**src/rtl/even_operand_fwd.sv**
```systemverilog
// Even-pipe register-fetch/forward stage: scoreboard, operand forwarding, RAW stall.
// Define EVEN_FWD_CHECK_EN to build the sticky forwarding-address check (fwd_err).
module even_operand_fwd #(
  parameter int unsigned NREG   = 128,
  parameter int unsigned WIDTH  = 128,
  parameter int unsigned MAXAGE = 7
) (
  input  logic                           clk,
  input  logic                           reset,
  input  logic                           in_valid,
  output logic                           in_ready,
  input  logic [$clog2(NREG)-1:0]        in_ra_addr,
  input  logic [$clog2(NREG)-1:0]        in_rb_addr,
  input  logic [$clog2(NREG)-1:0]        in_rc_addr,
  input  logic [2:0]                     in_src_used,
  input  logic [WIDTH-1:0]               in_ra_rf,
  input  logic [WIDTH-1:0]               in_rb_rf,
  input  logic [WIDTH-1:0]               in_rc_rf,
  input  logic [$clog2(NREG)-1:0]        in_rt_addr,
  input  logic                           in_reg_write,
  input  logic [2:0]                     in_lat,
  input  logic [15:0]                    in_ctl,
  input  logic                           branch_taken,
  input  logic [6:0][0:WIDTH-1]          fw_wb,
  input  logic [6:0][0:$clog2(NREG)-1]   fw_addr_wb,
  input  logic [6:0]                     fw_write_wb,
  input  logic [WIDTH-1:0]               rt_wb,
  output logic                           out_valid,
  output logic [WIDTH-1:0]               out_ra,
  output logic [WIDTH-1:0]               out_rb,
  output logic [WIDTH-1:0]               out_rc,
  output logic [$clog2(NREG)-1:0]        out_rt_addr,
  output logic                           out_reg_write,
  output logic [15:0]                    out_ctl,
  output logic [15:0]                    stall_cnt,
  output logic                           fwd_err
);
  localparam int unsigned AW = $clog2(NREG);
  localparam logic [2:0] AGE_LAST = 3'(MAXAGE);

  logic [2:0] sb_age [NREG];
  logic [2:0] sb_lat [NREG];

  logic [AW-1:0]    src_addr [3];
  logic [WIDTH-1:0] src_rf   [3];
  logic [WIDTH-1:0] src_val  [3];
  logic [2:0]       src_a    [3];
  logic [2:0]       src_l    [3];
  logic [2:0]       src_used;
  logic [2:0]       src_haz;
  logic [2:0]       src_fwd;
  logic [2:0]       src_rt;
  logic             stall;
  logic             accept;

  assign src_addr[0] = in_ra_addr;
  assign src_addr[1] = in_rb_addr;
  assign src_addr[2] = in_rc_addr;
  assign src_rf[0]   = in_ra_rf;
  assign src_rf[1]   = in_rb_rf;
  assign src_rf[2]   = in_rc_rf;
  // in_src_used is ordered {ra,rb,rc}; index 0 of the source arrays is ra
  assign src_used    = {in_src_used[0], in_src_used[1], in_src_used[2]};

  always_comb begin
    src_haz = '0;
    src_fwd = '0;
    src_rt  = '0;
    for (int unsigned s = 0; s < 3; s++) begin
      src_a[s]   = sb_age[src_addr[s]];
      src_l[s]   = sb_lat[src_addr[s]];
      src_val[s] = src_rf[s];
      if (src_a[s] == AGE_LAST) begin
        src_val[s] = rt_wb;
        src_rt[s]  = 1'b1;
      end else if (src_a[s] != '0) begin
        if (src_a[s] >= src_l[s]) begin
          src_val[s] = fw_wb[src_a[s]];
          src_fwd[s] = 1'b1;
        end else begin
          src_haz[s] = src_used[s];
        end
      end
    end
  end

  assign stall    = in_valid & (|src_haz);
  assign in_ready = ~stall;
  assign accept   = in_valid & ~stall & ~branch_taken;

  always_ff @(posedge clk) begin
    if (reset) begin
      for (int unsigned r = 0; r < NREG; r++) begin
        sb_age[r] <= '0;
        sb_lat[r] <= '0;
      end
      out_valid     <= 1'b0;
      out_ra        <= '0;
      out_rb        <= '0;
      out_rc        <= '0;
      out_rt_addr   <= '0;
      out_reg_write <= 1'b0;
      out_ctl       <= '0;
      stall_cnt     <= '0;
    end else begin
      for (int unsigned r = 0; r < NREG; r++) begin
        if (sb_age[r] == AGE_LAST)
          sb_age[r] <= '0;
        else if (sb_age[r] != '0)
          sb_age[r] <= sb_age[r] + 3'd1;
      end
      // later assignment overrides the ageing above, so a new write beats expiry
      if (accept && in_reg_write) begin
        sb_age[in_rt_addr] <= 3'd1;
        sb_lat[in_rt_addr] <= in_lat;
      end
      if (stall && stall_cnt != '1)
        stall_cnt <= stall_cnt + 16'd1;
      out_valid <= accept;
      if (accept) begin
        out_ra        <= src_val[0];
        out_rb        <= src_val[1];
        out_rc        <= src_val[2];
        out_rt_addr   <= in_rt_addr;
        out_reg_write <= in_reg_write;
        out_ctl       <= in_ctl;
      end
    end
  end

`ifdef EVEN_FWD_CHECK_EN
  // sh_addr[k]/sh_vld[k] hold the destination issued k cycles ago
  logic [AW-1:0]   sh_addr [1:MAXAGE];
  logic [MAXAGE:1] sh_vld;
  logic            chk_bad;

  always_comb begin
    chk_bad = 1'b0;
    for (int unsigned s = 0; s < 3; s++) begin
      if (src_used[s]) begin
        if (src_fwd[s] && (!fw_write_wb[src_a[s]] || fw_addr_wb[src_a[s]] != src_addr[s]))
          chk_bad = 1'b1;
        if (src_rt[s] && (!sh_vld[MAXAGE] || sh_addr[MAXAGE] != src_addr[s]))
          chk_bad = 1'b1;
      end
    end
  end

  always_ff @(posedge clk) begin
    if (reset) begin
      for (int unsigned k = 1; k <= MAXAGE; k++)
        sh_addr[k] <= '0;
      sh_vld  <= '0;
      fwd_err <= 1'b0;
    end else begin
      for (int unsigned k = MAXAGE; k > 1; k--)
        sh_addr[k] <= sh_addr[k-1];
      sh_addr[1] <= in_rt_addr;
      sh_vld     <= {sh_vld[MAXAGE-1:1], accept & in_reg_write};
      if (accept && chk_bad)
        fwd_err <= 1'b1;
    end
  end
`else
  logic unused_chk;
  assign unused_chk = ^{fw_addr_wb, fw_write_wb, src_fwd, src_rt};
  assign fwd_err    = 1'b0;
`endif

endmodule
```
**config.mk**
```make
export PLATFORM = sky130hd
export DESIGN_NAME = even_operand_fwd
export DESIGN_NICKNAME = d
export VERILOG_FILES = /design/src/rtl/even_operand_fwd.sv
export SDC_FILE = /design/constraint.sdc
export NUM_CORES = 2
export LEC_CHECK = 0
export BUFFER_PORTS_ARGS = -buffer_cell sky130_fd_sc_hd__buf_2
export CAP_MARGIN = 20
export CORE_AREA = 10 10 742 744
export DETAILED_ROUTE_END_ITERATION = 16
export DIE_AREA = 0 0 752 754
export GPL_TIMING_DRIVEN = 0
export PLACE_DENSITY = 0.44
export SYNTH_ARGS = -nofsm -noshare
export SYNTH_HDL_FRONTEND = slang
export SYNTH_SLANG_ARGS = --single-unit
```
**constraint.sdc**
```tcl
create_clock -name clk -period 14.7 [get_ports clk]
set_input_delay 4.41 -clock clk [delete_from_list [all_inputs] [get_ports clk]]
set_output_delay 4.41 -clock clk [all_outputs]
set_load 0.03 [all_outputs]
```
## After elaboration in Yosys (flattened, before gate mapping)

Memory sizes are Yosys's and may differ from the RTL's.
Index checks and enable logic that the tools add are counted.

- Bits in read-only memories: 0
- Bits in latches: 0
- Output and inout bits: 427
- RAM bits: 768
- Register bits: 425
- Memories: 2

Memories:

| name | depth | bits a word | read ports | clocked after memory_dff | write ports | line | text |
|---|---|---|---|---|---|---|---|
| sb_age | 128 | 3 | 131 | 0 | 129 | 41 | `logic [2:0] sb_age [NREG];` |
| sb_lat | 128 | 3 | 3 | 0 | 128 | 42 | `logic [2:0] sb_lat [NREG];` |

- $lt $le $gt $ge: 6
- $add $sub $neg: 129
- Muxes and demuxes: 1184
- Equality and inequality tests: 132
- Shift operators: 0
- Reductions and logical operators: 135
- Divide/modulo/power cells: 0
- Multiply operators: 0
- Bitwise logic cells: 261

Operators with widths:

| cell | number |
|---|---|
| two-way mux 128 bit | 12 |
| binary-select mux 128 bit (select 3 bit) | 3 |
| two-way mux 1 bit | 911 |
| two-way mux 3 bit | 257 |
| == test 3 bit, second input constant | 131 |
| nonzero test 3 bit | 131 |
| adder 3 x 1 -> 3 bit, second input constant | 128 |
| OR 1 bit | 256 |
| adder 16 x 1 -> 16 bit, second input constant | 1 |
| inequality test 16 bit, second input constant | 1 |
| < comparator 3 x 4 -> 1 bit, second input constant | 3 |
| >= comparator 3 bit | 3 |
| two-way mux 7 bit | 1 |
| OR reduction 3 bit | 2 |
| AND 1 bit | 3 |
| logical AND 1 bit | 2 |
| NOT 1 bit | 2 |

## Logic depth before layout (Yosys ltp)

An unclocked memory read counts as a cell.

- Depth after elaboration: 16
- Mapped depth: 28

## Least setup slack after synthesis

OpenSTA, ideal clock, no wires.

- Path type: input-to-output
- Start: in in_ra_addr[0]
- End: out in_ready
- Cell stages on the path: 20
- Path buffers: 8
- Slack: 0.340 ns
- Arrival: 9.950 ns
- Data required time: 10.290 ns
- Cells stage by stage: buf_2 -> buf_2 -> buf_2 -> buf_2 -> buf_2 -> buf_1 -> buf_1 -> mux4_2 -> mux4_2 -> mux4_2 -> nand2_1 -> nand2_1 -> ha_1 -> nand2b_1 -> a21o_1 -> a21oi_1 -> nand2_1 -> o211a_2 -> buf_2 -> nand2b_1

- Word-level cells in the longest chain between the ends: 8

RTL lines:

| element | line | text |
|---|---|---|
| start: declaration | 12 | `input logic [$clog2(NREG)-1:0] in_ra_addr,` |
| memory read (128 x 3 bit), on equally long branches | -- |  |
| >= comparator 3 bit | 77 | `if (src_a[s] >= src_l[s]) begin` |
| two-way mux 1 bit | 77 |  |
| two-way mux 1 bit | 76 | `end else if (src_a[s] != '0) begin` |
| two-way mux 1 bit * | 73 | `if (src_a[s] == AGE_LAST) begin` |
| OR reduction 3 bit * | 87 | `assign stall = in_valid & (\|src_haz);` |
| AND 1 bit * | 87 |  |
| NOT 1 bit * | 88 | `assign in_ready = ~stall;` |
| end: declaration | 11 | `output logic in_ready,` |

Mark *: on every way between the ends. The rest lies on a longest branch, timed or not.

## Final worst setup path

- Start: in in_rc_addr[5]
- End: out in_ready

- Word-level cells in the longest chain between the ends: 8

RTL lines:

| element | line | text |
|---|---|---|
| start: declaration | 14 | `input logic [$clog2(NREG)-1:0] in_rc_addr,` |
| memory read (128 x 3 bit), on equally long branches | -- |  |
| >= comparator 3 bit | 77 |  |
| two-way mux 1 bit | 77 |  |
| two-way mux 1 bit | 76 |  |
| two-way mux 1 bit * | 73 |  |
| OR reduction 3 bit * | 87 |  |
| AND 1 bit * | 87 |  |
| NOT 1 bit * | 88 |  |

Marked as above.

==> results.md <==
* Num CTS Buffers at 166
* P_int at 8.47 mW
* Most frequent cell after synthesis: nand2_1
* Setup crit end kind: output pin
* FF+latch count, synth at 1193
* Grt met3 use at 16.5%
* Root Buffer: clkbuf_16
* # rows at 269
* Peak Freq at 67.0 MHz
* TritonCTS clock tree: yes
* Die W at 752 um
* Status: finished, violations left
* Switching share of power at 47.9%
* CP Data Arrival Time at 10.52 ns
* Vias per cell at 5.81
* Crit path launch: in_rc_addr[5]
* GPL Wtd Cong at 1.08
* P per Cell Area at 124 nW/um^2
* Detail Route Antenna Nets at 0
* Min-delay src: out_ra[29]
* Max IR drop VDD at 0.104 mV
* Initial Util at 18.8%
* Failing checks: negative setup slack
* Grt ovf at 0
* Final Cycle Share at 102%
* Global-route wire length before repair at 1270000 um
* GRT met2 Usage at 47.6%
* Core box area at 535000 um^2
* Clock Tree Buf Depth at 4
* Initial antenna violation count at 625
* Leakage at 51.1 nW
* Sinks on the clock net at 1193
* # placed instances at 20800
* CP max FO at 22
* Clock slew at reported path FFs at 0.06 ns
* Hold Crit Class: reg2reg
* Cells after synthesis at 11600
* Synth area leader: dfxtp_1
* Final instance area at 131000 um^2
* Slew Limit Fails at 0
* Count of different cell masters after synthesis at 76
* Post-synth ARST share at 0%
* H-tree levels at 4
* GR Util met1 at 39.7%
* Worst skew pair latency at 0.98 ns
* Fillcell total at 59300
* Worst reg2reg path startpoint: sb_age[70][0]
* Syn_area_per_cell at 8.71 um^2
* Worst EP required at 10.29 ns
* Endpoints failing setup at 1
* GRT Total Usage at 34.0%
* Crit path time final at 14.93 ns
* Busiest grt layer: met2
* Wire per inst at 46.5 um
* Pin count of the biggest net entering global routing at 23
* Syn_nets at 13500
* CP Launch Type: input pin
* Die area at 567000 um^2
* I/O pin count at 1946
* HPWL Detailed at 859000 um
* Yosys top cell area share at 16.1%
* Flop pwr share at 26.5%
* Vias post-DR at 128000
* Post-synthesis sequential area ratio at 27.5%
* Clock power frac at 26.9%
* Vias in the first global route at 114000
* Net switching power at 7.79 mW
* Yosys warnings at 0
* First drt pass iteration count at 7
* Share of cells above drive strength 1 at 25.1%
* Detailed router's first-iteration violation count at 21000
* Crit Path Class: in2out
* Final net count at 15700
* Placement Cell Area at 122000 um^2
* Area growth syn-to-layout at 30.1%
* Worst Max-Slew Pin Slew at 1.39 ns
* Synth area leaders: dfxtp_1 16%, mux4_2 12%, edfxtp_1 11%, ha_1 4.9%, nand2_1 4.8%
* PortBufs at 1875
* Comb pwr share at 46.6%
* Synthesized area at 101000 um^2
* Top cells by count, synth: 1274 x nand2_1, 990 x clkbuf_1, 809 x dfxtp_1
* Clock Skew at 0.126 ns
* Final hold viol count at 0
* Maxcap violations at 0
* Worst rel slew slack at 6.49%
* DRT Wirelength at 1030000 um
* Final setup margin at -0.231 ns
* Post-route DRC at 0
* Die Y at 754 um
* EDFF count, synth at 384
* Main synth FF type: dfxtp_1
* Non-Filler Instances at 22100
## final cells by class
cell class              instances  area [um^2]  share of cell area [%]
repair buffers               2067        12500                    9.53
clock inverters                83          991                   0.757
inverters                     374         1420                    1.08
diodes                        970         2430                    1.85
repair inverters                1         5.00                 0.00382
flip-flops and latches       1193        27700                    21.2
multi-input cells            8728        66800                    51.0
clock buffers                 215         4620                    3.53
well taps                    7181         8980                    6.86
plain buffers                1241         5560                    4.25
## stage by stage
| stage | power [mW] | util, % | worst slack [ns] | hold slack, ns | setup TNS [ns] |
|---|---|---|---|---|---|
| floorplan | 7.72 | - | 0.340 | 0.527 | 0 |
| global placement | 11.4 | 22.2 | -3.99 | 0.443 | -1316.98 |
| detailed placement | 11.5 | 22.8 | -3.08 | 0.442 | -63.61 |
| CTS | 15.9 | 24.0 | 0.00428 | 0.460 | 0 |
| global route | 16.5 | 24.2 | -0.00714 | 0.471 | -0.00714 |
| finish | 16.3 | 24.5 | -0.231 | 0.460 | -0.231 |
## repair_timing
item                                    CTS  global route
gates resized for setup                 201            53
cloned                                    1             0
hold buffers                              0             0
pin swaps                                 1             1
setup buffers                             6             9
endpoints found under the hold margin     0             0
endpoints found under the setup margin    1             1
## critical path: stages
cell      delay (ns)
buf_2           0.10
clkbuf_1        0.64
inv_1           0.51
clkbuf_1        0.49
buf_8           0.30
mux4_2          0.32
mux2i_1         0.67
mux4_2          0.44
buf_2           0.28
inv_4           0.34
ha_1            0.42
a21o_1          0.22
a21oi_4         0.25
nand4b_1        0.28
o211a_4         0.33
nand2b_1        0.21
buf_2           0.20
## metal layers
metal / up-vias / share of wire (%) / wire length (um)
li1: 50700 / - / -
met1: 64100 / 36 / 374000
met2: 10300 / 40 / 412000
met3: 2727 / 14 / 147000
met4: 222 / 8.8 / 90700
met5: - / 0.14 / 1450
## flip-flops by register name, indices dropped and copies added (netlist names)
name,count
out_rc,128
out_ctl,16
out_ra,128
stall_cnt,16
sb_age,384
out_rb,128
out_valid,1
sb_lat,384
out_reg_write,1
out_rt_addr,7
## layout by cell type, fill, tap and decap left out, drive strengths merged, types with 308 or more instances in the layout
cell,instances
and3,327
nand3,557
a21oi,623
nor3,367
a221oi,390
nor4,308
ha,394
diode,970
clkbuf,1192
edfxtp,384
nor2,494
o21ai,647
buf,2326
mux4,558
mux2i,356
nand2,1274
dfxtp,809
inv,378
## final timing paths
path | to | slack [ns] | cells after the start
max reg2reg | out_ra[54] | 6.74 | 21
min | out_ra[29] | 0.46 | 1
max | in_ready | -0.23 | 17
min reg2reg | out_ra[29] | 0.46 | 1
## kinds of logic (layout without fill, tap and decap cells)
| kind of cell | count (synthesis) | count (layout) | share of synthesized area, % |
|---|---|---|---|
| other cells | 1 | 971 | 0.00373 |
| simple gates | 3571 | 3571 | 16.8 |
| mux | 1132 | 1132 | 18.5 |
| buf+inv | 1636 | 3981 | 6.43 |
| compound gates | 3630 | 3630 | 25.9 |
| flops | 1193 | 1193 | 27.5 |
| fa+ha+maj | 394 | 394 | 4.90 |
## power by group through the flow
| stage | Clock [mW] | Sequential (mW) | Combinational (mW) |
|---|---|---|---|
| 2_1_floorplan | 0 | 4.33 | 3.39 |
| 3_3_place_gp | 0 | 4.33 | 7.07 |
| 3_5_place_dp | 0 | 4.33 | 7.21 |
| 4_1_cts | 4.42 | 4.26 | 7.26 |
| 5_1_grt | 4.52 | 4.30 | 7.70 |
| 6_report | 4.38 | 4.30 | 7.58 |
Note: power is estimated with default switching activity, not from simulation.
